## src/rtl/gf180mcu_fd_sc_mcu9t5v0_buf_rx_filt.sv

```systemverilog
// gf180mcu_fd_sc_mcu9t5v0_buf_rx_filt: synchronize an async net, reject short pulses, emit level/edges/glitch count
module gf180mcu_fd_sc_mcu9t5v0_buf_rx_filt #(
  parameter int   SYNC_STAGES = 2,
  parameter int   FILT_CYC    = 4,
  parameter logic RST_VAL     = 1'b0,
  parameter int   GCNT_W      = 8
) (
`ifdef USE_POWER_PINS
  inout  wire               VDD,
  inout  wire               VSS,
`endif
  input  logic              CLK,
  input  logic              RST,
  input  logic              I,
  input  logic              CLR,
  output logic              Z,
  output logic              RISE,
  output logic              FALL,
  output logic              BUSY,
  output logic [GCNT_W-1:0] GLITCH_CNT
);
  localparam int CW = $clog2(FILT_CYC + 1);
  typedef enum logic {STABLE = 1'b0, QUAL = 1'b1} state_t;
  logic [SYNC_STAGES-1:0] r_sync;
  state_t                 r_state, w_state_nxt;
  logic [CW-1:0]          r_cnt, w_cnt_nxt;
  logic                   r_z, r_rise, r_fall;
  logic [GCNT_W-1:0]      r_gcnt;
  logic                   w_s, w_diff, w_commit, w_glitch;
  // synchronizer chain; only its last stage is ever seen by the filter
  always_ff @(posedge CLK or posedge RST) begin
    if (RST) r_sync <= {SYNC_STAGES{RST_VAL}};
    else     r_sync <= {r_sync[SYNC_STAGES-2:0], I};
  end
  assign w_s = r_sync[SYNC_STAGES-1];
  // state, qualification counter, filtered level, strobes and glitch count
  always_ff @(posedge CLK or posedge RST) begin
    if (RST) begin
      r_state <= STABLE;
      r_cnt   <= '0;
      r_z     <= RST_VAL;
      r_rise  <= 1'b0;
      r_fall  <= 1'b0;
      r_gcnt  <= '0;
    end else begin
      r_state <= w_state_nxt;
      r_cnt   <= w_cnt_nxt;
      r_z     <= w_commit ? w_s : r_z;
      r_rise  <= w_commit & w_s;
      r_fall  <= w_commit & ~w_s;
      r_gcnt  <= CLR ? '0 : (w_glitch && !(&r_gcnt)) ? r_gcnt + GCNT_W'(1) : r_gcnt;
    end
  end
  // a level change commits once it has been seen FILT_CYC consecutive edges; a relapse is a glitch
  always_comb begin
    w_diff      = w_s != r_z;
    w_commit    = w_diff && ((FILT_CYC == 1) || (r_state == QUAL && r_cnt == CW'(FILT_CYC - 1)));
    w_glitch    = (r_state == QUAL) && !w_diff;
    w_state_nxt = (w_diff && !w_commit) ? QUAL : STABLE;
    w_cnt_nxt   = (w_diff && !w_commit) ? r_cnt + CW'(1) : '0;
  end
  // outputs come straight from flops
  always_comb begin
    Z          = r_z;
    RISE       = r_rise;
    FALL       = r_fall;
    BUSY       = r_state == QUAL;
    GLITCH_CNT = r_gcnt;
  end
endmodule

```

## config.mk

```make
export PLATFORM = sky130hd
export DESIGN_NAME = gf180mcu_fd_sc_mcu9t5v0_buf_rx_filt
export DESIGN_NICKNAME = d
export VERILOG_FILES = /design/src/rtl/gf180mcu_fd_sc_mcu9t5v0_buf_rx_filt.sv
export SDC_FILE = /design/constraint.sdc
export NUM_CORES = 1
export LEC_CHECK = 0
export CAP_MARGIN = 30
export CELL_PAD_IN_SITES_DETAIL_PLACEMENT = 0
export CELL_PAD_IN_SITES_GLOBAL_PLACEMENT = 1
export CORE_UTILIZATION = 40
export DETAILED_ROUTE_END_ITERATION = 8
export PLACE_DENSITY = 0.83
export RECOVER_POWER = 100
export SLEW_MARGIN = 5
export SYNTH_ARGS = -nofsm -noshare
export SYNTH_HDL_FRONTEND = slang
export SYNTH_SLANG_ARGS = --single-unit
export TNS_END_PERCENT = 100
```

## constraint.sdc

```tcl
create_clock -name CLK -period 2.5 [get_ports CLK]
set_input_delay 0.375 -clock CLK [delete_from_list [all_inputs] [get_ports CLK]]
set_output_delay 0.375 -clock CLK [all_outputs]
set_load 0.03 [all_outputs]
```

# Word-level counts from Yosys, hierarchy flattened
# Cells that the tools add are included.
# W data, S select, Z words.
# totals
inputBits	4
output_inout_bits	12
ff_bits	17
# op_classes
n_addsub	2
n_bitwise	3
n_reduce_logical	10
eq_ne	2
muxes	4
# ops
operator	n
$mux W8	2
$add A8 B1 Y8 const B	1
$reduce_and A8 Y1	1
$logic_and A1 B1 Y1	5
$add A3 B1 Y3 const B	1
$eq A3 B2 Y1 const B	1
$logic_not A1 Y1	3
$mux W3	1
$and A1 B1 Y1	2
$reduce_bool A2 Y1	1
$mux W1	1
$ne A1 B1 Y1	1
$not A1 Y1	1

# Depth between registers and ports, before layout
# Gate-level depths: netlist of the first run.
# depth
ltp_word	6
depth_mapped	6

# Least setup slack after synthesis of the first run
# OpenSTA, ideal clock, no wires.
# synth_timing
kind	flip-flop to flip-flop
from	reg r_gcnt[0] (netlist: GLITCH_CNT[0])
to	reg r_gcnt[5] (netlist: GLITCH_CNT[5])
setup_slack_ns	0.750
arrival_time_ns	1.673
setup_ns	0.078
stages_incl_launch_ff	7
path_cell_list	dfrtp_1 -> ha_1 -> nand3_1 -> o211ai_2 -> buf_6 -> or4_1 -> a21oi_1
# synth_between
elab_chain_len	4
elab_cells_between_ends	7
# synth_rtl
item	line	rtl
start, declared	28	logic [GCNT_W-1:0] r_gcnt;
start signal, assigned	51	r_gcnt <= CLR ? '0 : (w_glitch && !(&r_gcnt)) ? r_gcnt + GCNT_W'(1) : r_gcnt;
parallel branches: the longest is 4 deep, another holds $add A8 B1 Y8	-	
# Several ways; the timed one is not identified. The select of a mux whose other input is x is not followed.
# A chain may end at the register's enable or synchronous reset.

# Worst setup path in the final report of the first run
# layout_timing
from	reg r_gcnt[2] (netlist: GLITCH_CNT[2])
to	out GLITCH_CNT[2]
# layout_lines
item	line	rtl
end, declared	20	output logic [GCNT_W-1:0] GLITCH_CNT
# No word-level cell between the ends.

==> results of run 1 <==
[area by class of cell]
class	count	area share, %
sequential	17	45.3
multi-input combinational	44	31.3
timing repair buffer	15	16.0
tap	25	3.33
clock buffer	4	2.80
inverter	3	1.20
[state kept, by name, indices dropped and copies added (netlist names)]
| signal | flops |
|---|---|
| r_sync | 2 |
| FALL | 1 |
| GLITCH_CNT | 8 |
| Z | 1 |
| BUSY | 1 |
| r_cnt | 3 |
| RISE | 1 |
[layout by cell type, fill, tap and decap left out, drive strengths merged]
cell type	netlist	final
nor3b	2	2
o2111ai	1	1
nand4	1	1
or4	2	2
and2	1	1
dlygate4sd3	0	14
nand2	3	3
dfrtp	17	17
inv	3	3
xor2	3	3
o21ai	2	2
o31ai	2	2
or3	2	2
clkbuf	0	4
a21oi	5	5
clkdlybuf4s50	0	1
xnor2	1	1
ha	3	3
nor2	7	7
o21a	1	1
nand2b	1	1
o211ai	1	1
mux2	1	1
nand3	4	4
mux2i	1	1
[worst paths after layout]
kind | end | slack, ns | start
worst max-delay path | GLITCH_CNT[2] | 0.62 | GLITCH_CNT[2]$_DFFE_PP0P_
worst max register to register | GLITCH_CNT[5]$_DFFE_PP0P_ | 0.70 | GLITCH_CNT[0]$_DFFE_PP0P_
max in group asynchronous | GLITCH_CNT[0]$_DFFE_PP0P_ | 1.49 | RST
worst min-delay path | r_sync[1]$_DFF_PP0_ | 0.37 | r_sync[0]$_DFF_PP0_
min in group asynchronous | Z$_DFFE_PP0P_ | 0.61 | RST
worst min register to register | r_sync[1]$_DFF_PP0_ | 0.37 | r_sync[0]$_DFF_PP0_
[metrics by stage]
| step | hold slack [ns] | cell area, µm² |
|---|---|---|
| 2_1_floorplan | 0.301 | 751 |
| 3_3_place_gp | 0.343 | 917 |
| 3_5_place_dp | 0.342 | 917 |
| 4_1_cts | 0.374 | 943 |
| 5_1_grt | 0.383 | 938 |
| 6_report | 0.369 | 938 |
[routing by layer]
metal | global-route usage [%] | part of all wire, % | vias up
li1 | - | - | 267
met1 | 15.9 | 45 | 270
met2 | 23.5 | 51 | 10
met3 | 2.40 | 3.2 | 2
met4 | 9.09 | 0.84 | 0
met5 | 0 | 0 | -
[worst register-to-register path: stages (launching register included)]
cell,delay (ns)
dfrtp_1,0.42
ha_1,0.26
nand3_1,0.12
o211ai_1,0.28
or4_1,0.49
a21oi_1,0.15
[cell families after synthesis]
group           synth area share [%]
compound gates                  10.5
xor+xnor                        5.67
fa+ha+maj                       5.00
buf+inv                         3.50
flops                           56.7
mux                             2.83
simple gates                    15.8
[report_power, final]
group / total [µW] / switching [µW] / internal (µW)
clock network: 139 / 77.0 / 61.8
registers: 374 / 46.9 / 327
logic: 274 / 161 / 113
total: 786 / 285 / 502
==> flow_summary.ini, run 1 <==
[synthesis]
synthArstFlopShare_pct = 100
synth-main-ff-cell = dfrtp_1
yosysMostFrequentCell = dfrtp_1
yosys_warnings = 0
synth_top_area_cell = dfrtp_1
netlist.area_leader.share_pct = 56.7
ys_ff_latch = 17
syn_avg_cell_area_um2 = 11.4
syn_inst = 66
mappedNetlistNets = 73
synth_cell_types = 24
yosys-top-cells-area = dfrtp_1, ha_1, nor2_1, xor2_1, a21oi_1
synth_edf_count = 0
netlist_area_um2 = 751
synth_top_cells_by_count = dfrtp_1, nor2_1, a21oi_1
ys_seq_area_share_pct = 56.7

[drt]
vias = 549
drcViolationCount = 0
initialDrtViolationCount = 4
drtAntennaViolNets = 0
drt-pass1-iter-count = 4
finalWirelength_mm = 1.19
vias_per_cell = 5.08
wl_per_cell_um = 11.0

[cts]
cts-resized-gates = 0
clkSinkCount = 17
root_buffer = clkbuf_4
h-tree-depth = 1
cts_setup_buffers = 0
clk-insertion-delay-late_ns = 0.28
cts_tree = yes
cts_hold_buf = 0
cts_buffer_depth = 2
cts-buffers-inserted = 3
clk_pin_slew_ns = 0.09

[setup_path]
end_kind = output pin
critPathMaxStageDelay_ns = 0.77
cp.depth = 1
path_delay_family = buffers and inverters
critical_path_class = register to output pin
required_ns = 2.12
cp.buffers_inverters = 1
path_cells = dlygate4sd3_1
crit_fanout = 6
worst_ep_arrival_time_ns = 1.51
cp_slowest_cell = dlygate4sd3_1
rr_worst_depth = 5
cp-start-kind = register

[sta]
fin_crit_ns = 1.88
final.setup_skew_ns = 0.00175
tightest_slew_ns = 0.732
setup_ws_ns = 0.619
hold_viol = 0
slew_viol_final = 0
rsz0062_at_grt = no
max-slew-margin-rel_pct = 51.0
fmax_mhz = 532
tns_ns = 0
setup-violations-final = 0
min_period_over_period_pct = 75.2

[min_path]
hp-class = register to register
min_path_cells = 0

[cells_and_area]
syn_to_final_growth_pct = 25.0
fin_cells = 108
multi_input_area_um2 = 294
register_area_um2 = 425
nets = 91
fill_cells = 164
drive_gt1_share_pct = 6.02
diodes = 0
post-route-util_pct = 53.8

[global_routing]
grt_pass1_vias = 489
grt_usage_pct = 13.8
grt_overflow = 0
grt_max_degree = 18
grt_pass1_wl_mm = 1.95
antenna_found_initial = 0

[floorplan]
num_rows = 15
coreArea_mm2 = 0.00175
dieArea_mm2 = 0.00205
dieHeight_um = 45.3
ioPinCount = 16
die_w_um = 45.3
initial_core_util_pct = 43.0

[pwr]
power_density_mw_per_mm2 = 838
power.static_leakage_uw = 0.000438
vdd_ir_drop_max_v = 0.000434
power_uw = 786

[outcome]
run_status = completed

[flow_run]
cap_viol_max_count = 0

[placement]
place_inst = 104
port_buffers = 15
dp_hpwl_um = 927
gp_congestion = 0.772
dp_slack_ns = 0.799
Note: power is estimated with default switching activity, not from simulation.
==> inputs of run 2 (changes only) <==
--- a/config.mk
+++ b/config.mk
@@ -8,9 +8,9 @@
 export CAP_MARGIN = 30
 export CELL_PAD_IN_SITES_DETAIL_PLACEMENT = 0
 export CELL_PAD_IN_SITES_GLOBAL_PLACEMENT = 1
-export CORE_UTILIZATION = 40
+export CORE_UTILIZATION = 37
 export DETAILED_ROUTE_END_ITERATION = 8
-export PLACE_DENSITY = 0.83
+export PLACE_DENSITY = 0.78
 export RECOVER_POWER = 100
 export SLEW_MARGIN = 5
 export SYNTH_ARGS = -nofsm -noshare
==> constraint.sdc (replaced) <==
create_clock -name CLK -period 1.9 [get_ports CLK]
set_input_delay 0.285 -clock CLK [delete_from_list [all_inputs] [get_ports CLK]]
set_output_delay 0.285 -clock CLK [all_outputs]
set_load 0.03 [all_outputs]
==> run 2 against run 1 <==
Compared with the run above: final cell count stayed put; clock skew is 0.0051 ns higher; clock power is 38% higher; critical path type unchanged; largest cell class unchanged; largest power group unchanged; highest routed layer unchanged.
==> flow_summary.ini, run 2 (synthesized netlist as in run 1, its figures left out) <==
[outcome]
run_status = completed

[cells_and_area]
nets = 91
final_area_um2 = 945
largest_register_ffs = 8
syn_to_final_growth_pct = 25.8
diodes = 0
fin_cells = 108
register_area_um2 = 425
fill_cells = 172
multi_input_area_um2 = 299
drive_gt1_share_pct = 8.43
most-common-layout-cells = dfrtp_1, dlygate4sd3_1, nor2_1, a21oi_1, nand3_1
final_common_cell = dfrtp_1

[cts]
clkSinkCount = 17
clk-insertion-delay-late_ns = 0.29
cts-resized-gates = 0
clk_pin_slew_ns = 0.10
cts_setup_buffers = 0
cts_tree = yes
cts_buffer_depth = 2
cts-buffers-inserted = 3
h-tree-depth = 1
root_buffer = clkbuf_4
cts_hold_buf = 0

[sta]
max-slew-margin-rel_pct = 58.9
final.setup_skew_ns = 0.00684
hold_viol = 0
fin_crit_ns = 1.79
holdWs_ns = 0.363
min_period_over_period_pct = 94.2
tns_ns = 0
rsz0062_at_grt = no
slew_viol_final = 0
fmax_mhz = 558
setup-violations-final = 0
tightest_slew_ns = 0.616

[drt]
initialDrtViolationCount = 4
drt-pass1-iter-count = 4
vias = 529
drtAntennaViolNets = 0
wl_per_cell_um = 12.0
finalWirelength_mm = 1.29
drcViolationCount = 0
vias_per_cell = 4.90

[floorplan]
dieArea_mm2 = 0.00221
ioPinCount = 16
dieHeight_um = 47.0
num_rows = 15
initial_core_util_pct = 41.2
coreArea_mm2 = 0.00182
die_w_um = 47.0

[setup_path]
critPathMaxStageDelay_ns = 0.77
r2r_end = GLITCH_CNT[6]$_DFFE_PP0P_
crit_fanout = 6
path_delay_family = buffers and inverters
critical_path_class = register to output pin
cp_slowest_cell = dlygate4sd3_1
end_kind = output pin
cp.buffers_inverters = 1
timing.critical_path.from = GLITCH_CNT[2]$_DFFE_PP0P_
crit_path_end = GLITCH_CNT[2]
r2r-start = GLITCH_CNT[0]$_DFFE_PP0P_
rr_worst_depth = 5
reg2reg_setup_slack_ns = 0.17
path_cells = dlygate4sd3_1
worst_ep_arrival_time_ns = 1.51
cp.depth = 1
required_ns = 1.62
cp-start-kind = register

[global_routing]
antenna_found_initial = 0
grt_pass1_wl_mm = 2.25
grt_pass1_vias = 522
grt_max_degree = 18
grt_usage_pct = 14.9
grt_overflow = 0

[placement]
place_inst = 104
dp_hpwl_um = 919
gp_congestion = 0.727
placed_cell_area_um2 = 917
port_buffers = 15

[flow_run]
cap_viol_max_count = 0

[pwr]
power_density_mw_per_mm2 = 1120
power_uw = 1060
power.static_leakage_uw = 0.000445
vdd_ir_drop_max_v = 0.000733

[min_path]
hp-class = register to register
[run 2: cell types whose count changed in the layout (fill, tap and decap cells not counted)]
cell,previous run,this run
and2_1,0,1
o211ai_1,1,0
and2_0,1,0
clkbuf_1,1,0
o211ai_2,0,1
clkinv_2,0,1
[run 2: where the power goes]
| part | switching, µW | internal (µW) |
|---|---|---|
| combinational | 221 | 153 |
| clock | 114 | 78.2 |
| sequential | 63.9 | 430 |
| total | 399 | 661 |
[run 2: final cells by class]
| type | instances | area share (%) |
|---|---|---|
| Timing Repair Buffer | 15 | 15.9 |
| Clock inverter | 1 | 0.530 |
| Tap cell | 25 | 3.31 |
| Clock buffer | 3 | 2.38 |
| Sequential cell | 17 | 45.0 |
| Multi-Input combinational cell | 44 | 31.7 |
| Inverter | 3 | 1.19 |
[run 2: routing by layer]
layer	vias up	track usage (%)	wire length [µm]
met5	-	0	0
met4	0	6.86	21
met3	4	4.62	43
met2	11	20.3	566
met1	244	21.6	660
li1	270	-	-
[run 2: worst min path at each step]
stage	to	depth (start not counted)	startpoint	slack, ns
floorplan	BUSY$_DFF_PP0_	1	RST	0.21
global placement	r_sync[1]$_DFF_PP0_	0	r_sync[0]$_DFF_PP0_	0.33
detailed placement	r_sync[1]$_DFF_PP0_	0	r_sync[0]$_DFF_PP0_	0.35
CTS	r_sync[1]$_DFF_PP0_	0	r_sync[0]$_DFF_PP0_	0.37
global route	r_sync[1]$_DFF_PP0_	0	r_sync[0]$_DFF_PP0_	0.38
finish	r_sync[1]$_DFF_PP0_	0	r_sync[0]$_DFF_PP0_	0.36
[run 2: stage by stage]
step / worst slack [ns] / utilization (%)
final: 0.109 / 51.9
after global placement: 0.280 / 50.4
after floorplan: 0.150 / -
after detailed placement: 0.201 / 50.4
after CTS: 0.144 / 51.9
after global routing: 0.0348 / 51.9
==> inputs of run 3 (changes only) <==
--- a/config.mk
+++ b/config.mk
@@ -12,6 +12,7 @@
 export DETAILED_ROUTE_END_ITERATION = 8
 export PLACE_DENSITY = 0.78
 export RECOVER_POWER = 100
+export SKIP_CTS_REPAIR_TIMING = 1
 export SLEW_MARGIN = 5
 export SYNTH_ARGS = -nofsm -noshare
 export SYNTH_HDL_FRONTEND = slang
==> results of run 3 <==
No change in the layout: final DEF, timing and power equal those of run 2.
